===== src/rtl/mips_pkg.sv =====
// Shared encodings for the multicycle MIPS control unit: opcodes, funct codes,
// ALU operations and the main FSM state type.
package mips_pkg;

  localparam logic [5:0] OP_RTYPE = 6'b000000;
  localparam logic [5:0] OP_LW    = 6'b100011;
  localparam logic [5:0] OP_SW    = 6'b101011;
  localparam logic [5:0] OP_BEQ   = 6'b000100;
  localparam logic [5:0] OP_ADDI  = 6'b001000;
  localparam logic [5:0] OP_J     = 6'b000010;

  localparam logic [5:0] FUNCT_ADD = 6'b100000;
  localparam logic [5:0] FUNCT_SUB = 6'b100010;
  localparam logic [5:0] FUNCT_AND = 6'b100100;
  localparam logic [5:0] FUNCT_OR  = 6'b100101;
  localparam logic [5:0] FUNCT_SLT = 6'b101010;

  localparam logic [2:0] ALU_AND = 3'b000;
  localparam logic [2:0] ALU_OR  = 3'b001;
  localparam logic [2:0] ALU_ADD = 3'b010;
  localparam logic [2:0] ALU_SUB = 3'b110;
  localparam logic [2:0] ALU_SLT = 3'b111;

  localparam logic [1:0] ALUOP_ADD   = 2'b00;
  localparam logic [1:0] ALUOP_SUB   = 2'b01;
  localparam logic [1:0] ALUOP_FUNCT = 2'b10;

  typedef enum logic [3:0] {
    FETCH   = 4'd0,
    DECODE  = 4'd1,
    MEMADR  = 4'd2,
    MEMRD   = 4'd3,
    MEMWB   = 4'd4,
    MEMWR   = 4'd5,
    RTYPEEX = 4'd6,
    RTYPEWB = 4'd7,
    BEQEX   = 4'd8,
    ADDIEX  = 4'd9,
    ADDIWB  = 4'd10,
    JEX     = 4'd11
  } statetype;

endpackage


===== src/rtl/multicycle_controller_if.sv =====
// Datapath-facing bundle of the multicycle controller: instruction fields and
// status in, per-cycle enables and mux selects out.
interface multicycle_controller_if;
  logic [5:0] op;
  logic [5:0] funct;
  logic       zero;
  logic       memready;
  logic       iord;
  logic       memwrite;
  logic       irwrite;
  logic       regdst;
  logic       memtoreg;
  logic       regwrite;
  logic       alusrca;
  logic [1:0] alusrcb;
  logic [1:0] pcsrc;
  logic       pcen;
  logic [2:0] alucontrol;

  modport master (
    output op, funct, zero, memready,
    input  iord, memwrite, irwrite, regdst, memtoreg, regwrite,
           alusrca, alusrcb, pcsrc, pcen, alucontrol
  );

  modport slave (
    input  op, funct, zero, memready,
    output iord, memwrite, irwrite, regdst, memtoreg, regwrite,
           alusrca, alusrcb, pcsrc, pcen, alucontrol
  );
endinterface


===== src/rtl/aludec.sv =====
// ALU decoder: maps the main FSM's aluop and the R-type funct field to the ALU
// operation; anything unrecognised falls back to add.
module aludec
  import mips_pkg::*;
(
  input  logic [1:0] aluop,
  input  logic [5:0] funct,
  output logic [2:0] alucontrol
);

  always_comb begin
    alucontrol = ALU_ADD;
    case (aluop)
      ALUOP_ADD: alucontrol = ALU_ADD;
      ALUOP_SUB: alucontrol = ALU_SUB;
      ALUOP_FUNCT: begin
        case (funct)
          FUNCT_ADD: alucontrol = ALU_ADD;
          FUNCT_SUB: alucontrol = ALU_SUB;
          FUNCT_AND: alucontrol = ALU_AND;
          FUNCT_OR:  alucontrol = ALU_OR;
          FUNCT_SLT: alucontrol = ALU_SLT;
          default:   alucontrol = ALU_ADD;
        endcase
      end
      default: alucontrol = ALU_ADD;
    endcase
  end

endmodule


===== src/rtl/mc_mainfsm.sv =====
// Main Moore FSM of the multicycle controller: state register, instruction
// sequencing and per-state datapath control decode.
module mc_mainfsm
  import mips_pkg::*;
(
  input  logic       clk,
  input  logic       reset,
  input  logic [5:0] op,
  input  logic       memready,
  output logic       iord,
  output logic       memwrite,
  output logic       irwrite,
  output logic       regdst,
  output logic       memtoreg,
  output logic       regwrite,
  output logic       alusrca,
  output logic [1:0] alusrcb,
  output logic [1:0] pcsrc,
  output logic [1:0] aluop,
  output logic       branch,
  output logic       pcwrite
);

  statetype state, next_state, decode_state;

  always_ff @(posedge clk) begin
    if (reset) state <= FETCH;
    else       state <= next_state;
  end

  // During reset the outputs show the FETCH decode with every write enable held
  // off, so nothing architectural changes whatever state the register holds.
  always_comb begin
    next_state = state;
    iord       = 1'b0;
    memwrite   = 1'b0;
    irwrite    = 1'b0;
    regdst     = 1'b0;
    memtoreg   = 1'b0;
    regwrite   = 1'b0;
    alusrca    = 1'b0;
    alusrcb    = 2'b00;
    pcsrc      = 2'b00;
    aluop      = ALUOP_ADD;
    branch     = 1'b0;
    pcwrite    = 1'b0;
    decode_state = reset ? FETCH : state;

    case (decode_state)
      FETCH: begin
        alusrcb = 2'b01;
        if (memready) begin
          irwrite    = 1'b1;
          pcwrite    = 1'b1;
          next_state = DECODE;
        end
      end
      DECODE: begin
        alusrcb = 2'b11;
        case (op)
          OP_LW, OP_SW: next_state = MEMADR;
          OP_RTYPE:     next_state = RTYPEEX;
          OP_BEQ:       next_state = BEQEX;
          OP_ADDI:      next_state = ADDIEX;
          OP_J:         next_state = JEX;
          default:      next_state = FETCH;
        endcase
      end
      MEMADR: begin
        alusrca    = 1'b1;
        alusrcb    = 2'b10;
        next_state = (op == OP_LW) ? MEMRD : MEMWR;
      end
      MEMRD: begin
        iord = 1'b1;
        if (memready) next_state = MEMWB;
      end
      MEMWB: begin
        memtoreg   = 1'b1;
        regwrite   = 1'b1;
        next_state = FETCH;
      end
      MEMWR: begin
        iord     = 1'b1;
        memwrite = 1'b1;
        if (memready) next_state = FETCH;
      end
      RTYPEEX: begin
        alusrca    = 1'b1;
        aluop      = ALUOP_FUNCT;
        next_state = RTYPEWB;
      end
      RTYPEWB: begin
        regdst     = 1'b1;
        regwrite   = 1'b1;
        next_state = FETCH;
      end
      BEQEX: begin
        alusrca    = 1'b1;
        aluop      = ALUOP_SUB;
        pcsrc      = 2'b01;
        branch     = 1'b1;
        next_state = FETCH;
      end
      ADDIEX: begin
        alusrca    = 1'b1;
        alusrcb    = 2'b10;
        next_state = ADDIWB;
      end
      ADDIWB: begin
        regwrite   = 1'b1;
        next_state = FETCH;
      end
      JEX: begin
        pcsrc      = 2'b10;
        pcwrite    = 1'b1;
        next_state = FETCH;
      end
      default: next_state = FETCH;
    endcase

    if (reset) begin
      memwrite = 1'b0;
      irwrite  = 1'b0;
      regwrite = 1'b0;
      pcwrite  = 1'b0;
    end
  end

endmodule


===== src/rtl/multicycle_controller.sv =====
// Multicycle MIPS control unit: main sequencing FSM plus ALU decoder, with the
// PC enable formed from unconditional writes and taken branches.
module multicycle_controller
  import mips_pkg::*;
(
  input  logic                    clk,
  input  logic                    reset,
  multicycle_controller_if.slave  bus
);

  logic [1:0] aluop;
  logic       branch;
  logic       pcwrite;

  mc_mainfsm u_mainfsm (
    .clk      (clk),
    .reset    (reset),
    .op       (bus.op),
    .memready (bus.memready),
    .iord     (bus.iord),
    .memwrite (bus.memwrite),
    .irwrite  (bus.irwrite),
    .regdst   (bus.regdst),
    .memtoreg (bus.memtoreg),
    .regwrite (bus.regwrite),
    .alusrca  (bus.alusrca),
    .alusrcb  (bus.alusrcb),
    .pcsrc    (bus.pcsrc),
    .aluop    (aluop),
    .branch   (branch),
    .pcwrite  (pcwrite)
  );

  aludec u_aludec (
    .aluop      (aluop),
    .funct      (bus.funct),
    .alucontrol (bus.alucontrol)
  );

  assign bus.pcen = pcwrite | (branch & bus.zero);

endmodule


===== src/flat_wrapper.sv =====
// flat-port wrapper written by rule: the top's interface ports become plain ports
module multicycle_controller_flat import mips_pkg::*;
  (clk, reset, bus_op, bus_funct, bus_zero, bus_memready, bus_iord, bus_memwrite, bus_irwrite, bus_regdst, bus_memtoreg, bus_regwrite, bus_alusrca, bus_alusrcb, bus_pcsrc, bus_pcen, bus_alucontrol);
  multicycle_controller_if bus_i ();
  input  logic clk;
  input  logic reset;
  input wire logic [$bits(bus_i.op)-1:0] bus_op;
  input wire logic [$bits(bus_i.funct)-1:0] bus_funct;
  input wire logic [$bits(bus_i.zero)-1:0] bus_zero;
  input wire logic [$bits(bus_i.memready)-1:0] bus_memready;
  output wire logic [$bits(bus_i.iord)-1:0] bus_iord;
  output wire logic [$bits(bus_i.memwrite)-1:0] bus_memwrite;
  output wire logic [$bits(bus_i.irwrite)-1:0] bus_irwrite;
  output wire logic [$bits(bus_i.regdst)-1:0] bus_regdst;
  output wire logic [$bits(bus_i.memtoreg)-1:0] bus_memtoreg;
  output wire logic [$bits(bus_i.regwrite)-1:0] bus_regwrite;
  output wire logic [$bits(bus_i.alusrca)-1:0] bus_alusrca;
  output wire logic [$bits(bus_i.alusrcb)-1:0] bus_alusrcb;
  output wire logic [$bits(bus_i.pcsrc)-1:0] bus_pcsrc;
  output wire logic [$bits(bus_i.pcen)-1:0] bus_pcen;
  output wire logic [$bits(bus_i.alucontrol)-1:0] bus_alucontrol;
  assign bus_i.op = bus_op;
  assign bus_i.funct = bus_funct;
  assign bus_i.zero = bus_zero;
  assign bus_i.memready = bus_memready;
  assign bus_iord = bus_i.iord;
  assign bus_memwrite = bus_i.memwrite;
  assign bus_irwrite = bus_i.irwrite;
  assign bus_regdst = bus_i.regdst;
  assign bus_memtoreg = bus_i.memtoreg;
  assign bus_regwrite = bus_i.regwrite;
  assign bus_alusrca = bus_i.alusrca;
  assign bus_alusrcb = bus_i.alusrcb;
  assign bus_pcsrc = bus_i.pcsrc;
  assign bus_pcen = bus_i.pcen;
  assign bus_alucontrol = bus_i.alucontrol;
  multicycle_controller u_core (.clk(clk), .reset(reset), .bus(bus_i));
endmodule

===== config.mk =====
export PLATFORM = sky130hd
export DESIGN_NAME = multicycle_controller_flat
export DESIGN_NICKNAME = d
export VERILOG_FILES = /design/src/rtl/mips_pkg.sv /design/src/rtl/multicycle_controller_if.sv /design/src/rtl/aludec.sv /design/src/rtl/mc_mainfsm.sv /design/src/rtl/multicycle_controller.sv /design/src/flat_wrapper.sv
export SDC_FILE = /design/constraint.sdc
export NUM_CORES = 1
export LEC_CHECK = 0
export CAP_MARGIN = 25
export CORE_UTILIZATION = 39
export CTS_CLUSTER_SIZE = 10
export DETAILED_ROUTE_END_ITERATION = 16
export PLACE_DENSITY = 0.89
export SYNTH_ARGS = -nofsm -noshare
export SYNTH_HDL_FRONTEND = slang
export SYNTH_SLANG_ARGS = --single-unit

===== constraint.sdc =====
create_clock -name clk -period 2.6 [get_ports clk]
set_clock_uncertainty 0.1 [all_clocks]
set_input_delay 0.39 -clock clk [delete_from_list [all_inputs] [get_ports clk]]
set_output_delay 0.39 -clock clk [all_outputs]
set_load 0.01 [all_outputs]

# Word level (Yosys, flattened, before mapping)
# Index checks and enable logic that the tools add are counted.
# totals
reg_bits	4
latch_bits	0
ramBits	0
romBits	0
output_inout_bits	15
memories	0
# classes
add_sub_neg	0
n_mul	0
div_mod_pow	0
n_lt_le_gt_ge	0
eq_ne	25
shifts	0
mux	26
bitwise	2
n_reduce_logical	8
# op_table
operator	count
6-bit equality test, second input constant	6
4-bit one-hot mux with 7 select lines	1
4-bit one-hot mux with 5 select lines	1
4-bit by 3-bit equality test with 1-bit output, second input constant	4
4-bit equality test, second input constant	4
4-bit two-way mux	4
1-bit two-way mux	13
3-bit one-hot mux with 4 select lines	1
4-bit by 2-bit equality test with 1-bit output, second input constant	2
2-bit one-hot mux with 2 select lines	2
6-bit by 2-bit equality test with 1-bit output, second input constant	1
6-bit by 3-bit equality test with 1-bit output, second input constant	1
6-bit by 4-bit equality test with 1-bit output, second input constant	1
6-bit zero test	1
2-bit inequality test, second input constant	3
2-bit one-hot mux with 3 select lines	1
3-bit one-hot mux with 2 select lines	1
2-bit OR reduction	3
4-bit by 1-bit equality test with 1-bit output, second input constant	1
4-bit zero test	1
4-bit OR reduction	1
3-bit two-way mux	1
3-bit AND reduction	1
3-bit OR reduction	1
other kinds (5)	5

# Longest topological paths before layout
# Gate-level depths: netlist of run 1.
# depth
depth_word	5
ltp_mapped	7

# Modules after synthesis
# Synthesis of run 1 repeated with hierarchy kept, for this count alone.
# hier_totals
hier_cells	94
area_unflattened_um2	624.3
# modules_own_cells
mod	instances	cells_per_inst	area_per_inst_um2	seq_area_each_um2
mc_mainfsm	1	78	498.0	80.1
aludec	1	15	118.9	0.0
multicycle_controller	1	1	7.5	0.0

# Least setup slack after synthesis of run 1
# No wires, ideal clock.
# synth_timing
path_kind	input port to output port
from	in reset
to	out bus_alucontrol[0]
t_arrival_ns	1.801
required_time_ns	2.110
setup_slack_ns	0.309
cell_stages	5
path_buffers	0
cell_sequence	or3_1 > nor2b_1 > inv_1 > ha_1 > nor3b_1
# synth_via
elab_chain_len	5
# synth_lines
item	line	text
from (decl)	flat_wrapper.sv:6	input logic reset;
4-bit two-way mux *	mc_mainfsm.sv:47	decode_state = reset ? FETCH : state;
4-bit equality test / 4-bit by 3-bit equality test with 1-bit output (equally long branches)	mc_mainfsm.sv:49	case (decode_state)
2-bit one-hot mux with 2 select lines *	mc_mainfsm.sv:49	
2-bit equality test / 2-bit by 1-bit equality test with 1-bit output (equally long branches)	aludec.sv:13	case (aluop)
3-bit one-hot mux with 2 select lines *	aludec.sv:13	
to (decl)	flat_wrapper.sv:21	output wire logic [$bits(bus_i.alucontrol)-1:0] bus_alucontrol;
# Every way passes the cells marked *; elsewhere a longest branch is shown, timed or not.

# Final worst setup path of run 1
# layout_timing
from	in reset
to	out bus_pcsrc[0]
# layout_via
elab_chain_len	3
# layout_lines
item	line	text
4-bit two-way mux *	mc_mainfsm.sv:47	
4-bit equality test	mc_mainfsm.sv:49	
2-bit one-hot mux with 2 select lines *	mc_mainfsm.sv:49	
to (decl)	flat_wrapper.sv:19	output wire logic [$bits(bus_i.pcsrc)-1:0] bus_pcsrc;
# Marked as above.

==> results of run 1 <==
worst max-delay path, delay by kind of cell:
kind,cells,cell delay [ns]
simple gates,2,0.48
buf+inv,4,1.19
repair_timing:
action,4_1_cts,5_1_grt
endpoints found under the hold margin,0,0
gates resized for setup,7,8
setup buffers,1,0
endpoints found under the setup margin,3,4
worst max path at each step:
stage	from	end	slack, ns	cells past startpoint
after floorplan	reset	bus_alucontrol[0]	0.31	5
after global placement	reset	bus_alucontrol[0]	-0.31	7
after detailed placement	reset	bus_alucontrol[0]	-0.35	7
after CTS	reset	bus_alucontrol[1]	-0.04	7
after global routing	reset	bus_alucontrol[0]	0.005	7
final	reset	bus_pcsrc[0]	0.05	6
kinds of logic (layout without fill, tap and decap cells):
family | count (synthesis) | count (layout) | synth area share
adders and majority gates | 2 | 2 | 0.04015
muxes | 1 | 1 | 0.01807
and+or+nand+nor | 56 | 56 | 0.4900
buffers and inverters | 10 | 47 | 0.06224
DFF | 4 | 4 | 0.1285
xor gates and xnor gates | 2 | 2 | 0.02812
AOI/OAI and AO/OA | 21 | 21 | 0.2329
metrics by stage:
step                      setup WS [ns]  hold WS (ns)    util  area (µm²)  instances
final                           0.04723        0.5066  0.6844        1031        149
after global routing           0.005277        0.5384  0.6844        1031        149
after CTS                      -0.03749        0.4860  0.6819        1027        149
after detailed placement        -0.3505        0.4804  0.6553       987.2        145
after global placement          -0.3097        0.4553  0.6553       987.2        145
after floorplan                  0.3090        0.4039       -       623.1         96
layout by cell type (no fill, tap or decap), types with 4 or more instances in the layout:
master and n:
a21oi_1 4, buf_4 10, clkdlybuf4s50_1 26, dfxtp_1 4, nand2_1 7, nand2b_1 4, nor2_1 14, nor2b_1 4
cell type report:
class	instances	area, µm²
Sequential cell	4	80.08
Tap cell	16	20.02
Inverter	4	15.01
Clock buffer	3	22.52
Timing Repair Buffer	40	359.1
Fill cell	137	475.5
Multi-Input combinational cell	82	534.3
metal layers:
metal	GRT usage	part of all wire	vias to the layer above
li1	-	-	426
met1	0.2314	0.40	395
met2	0.4250	0.54	31
met3	0.03879	0.049	2
met4	0.1355	0.010	0
met5	0	0	-
power by group through the flow:
| stage | Sequential (mW) | Combinational [mW] | Clock [mW] |
|---|---|---|---|
| after floorplan | 0.0657 | 0.0394 | 0 |
| after global placement | 0.0663 | 0.0831 | 0 |
| after detailed placement | 0.0664 | 0.0850 | 0 |
| after CTS | 0.0655 | 0.0848 | 0.0803 |
| after global routing | 0.0657 | 0.0944 | 0.0821 |
| final | 0.0657 | 0.0869 | 0.0794 |
==> flow_summary.ini, run 1 <==
[timing]
layout_min_cycle_time_ns = 2.553
finalCritPeriodShare = 0.9818
relSlewSlack = 0.7926
setup_viol = 0
grt_setup_unrepaired = no
setup_tns_ns = 0
hold_violations = 0
final_max_slew_viol_count = 0
worst_pin_slew_ns = 0.3087
timing.fmax_mhz = 391.7

[job]
drv_cap = 0

[setup_path]
slowest_stage = clkdlybuf4s50_1
rrSetupSlack_ns = 0.79
slowest_delay_ns = 0.54
cp-start-kind = primary input
reg2reg_from = u_core.u_mainfsm.state[0]$_SDFFE_PP0P_
crit_required_ns = 2.11
crit_type = primary input to output port
end_kind = output port
r2r_cells = 5
crit_arrival_ns = 2.06
r2r-end = u_core.u_mainfsm.state[2]$_SDFFE_PP0P_
crit_chain = clkdlybuf4s50_1 -> or3_4 -> nor2b_4 -> buf_4 -> buf_4 -> clkdlybuf4s50_1
critPathMaxFanout = 3

[power_and_ir_drop]
internal-power_uw = 164.1
p_switching_uw = 67.86
finalPower_uw = 232.0
p_seq_frac = 0.283
combPwrFrac = 0.374
p_sw_frac = 0.2926
p_per_area_nw_per_um2 = 225.0
p_clk_frac = 0.342
ir_worst_vdd_v = 0.0002033
leakage_nw = 0.4124

[detailed_routing]
firstDrtPassIters = 4
drt_wl_total_mm = 2.046
drcViolationCount = 0
routed_via_density = 5.732
first_iter_violations = 16
wl_per_cell_um = 13.73
ant_nets = 0
num_vias = 854

[clocking]
cts-buffers-inserted = 3
path_clk_slew_ns = 0.04
ctsHoldBuffers = 0
cts_buffer_depth = 2
cts_tree = built
htreeDepth = 1
cts_num_sinks = 4
root_buffer = clkbuf_4
clock_latency_ns = 0.24

[final_layout]
largest_register_ffs = 4
regMostFlops = u_core.u_mainfsm.state
num-nets-final = 153
num_antenna_cells = 0
biggestRegsByFlops = u_core.u_mainfsm.state x4
layout-drive-gt1-share = 0.1805
syn2layout_area_growth_pct = 65.46

[global_route]
grt-ovfl-total = 0
grt_antenna_before_repair = 0
grt_pass1_vias = 763
track_usage = 0.2273
grt_max_degree = 13
grt_pass1_wl_mm = 3.111

[logic_synthesis]
postSynthAreaPerCell_um2 = 6.491
synth_top_area_frac = 0.1285
synth.most_common_cell = nor2_1
synth_cell_types = 41
async_flop_share = 0
ys_warn_count = 0
syn_nets = 114
ys.flop_type = dfxtp_1
ys_seq_area_frac = 0.1285
synthTopCellsByArea = dfxtp_1 13%, nor2_1 8.4%, nor2b_1 5.0%
ys_top_cells_by_count = 14 x nor2_1, 7 x nand2_1, 5 x clkbuf_1, 5 x nor2b_1, 5 x or3_1
syn_area_um2 = 623.1
ys_ff_latch = 4
synth_top_cell_by_area = dfxtp_1
netlist_instances = 96
synth-edff-count = 0

[floorplanning]
start_util = 0.4136
die_width_um = 41.97
rows = 14
core_um2 = 1506
io_pins = 31
die_h_um = 41.97
dieArea_um2 = 1761

[place]
dp_hpwl_mm = 1.536
io_buffers = 30
place.gp.congestion = 0.8027

[hold_path]
hp-class = flip-flop to flip-flop
min_to = u_core.u_mainfsm.state[3]$_SDFFE_PP0P_
hold_depth = 2
min_from = u_core.u_mainfsm.state[3]$_SDFFE_PP0P_

[run_status]
status = completed
Power figures use the tool's default switching activity.
==> inputs of run 2 (changes only) <==
--- a/config.mk
+++ b/config.mk
@@ -9,6 +9,7 @@
 export CORE_UTILIZATION = 39
 export CTS_CLUSTER_SIZE = 10
 export DETAILED_ROUTE_END_ITERATION = 16
+export HOLD_SLACK_MARGIN = 0.05
 export PLACE_DENSITY = 0.89
 export SYNTH_ARGS = -nofsm -noshare
 export SYNTH_HDL_FRONTEND = slang
==> results of run 2 <==
Final layout, timing and power as in run 1 (identical DEF).
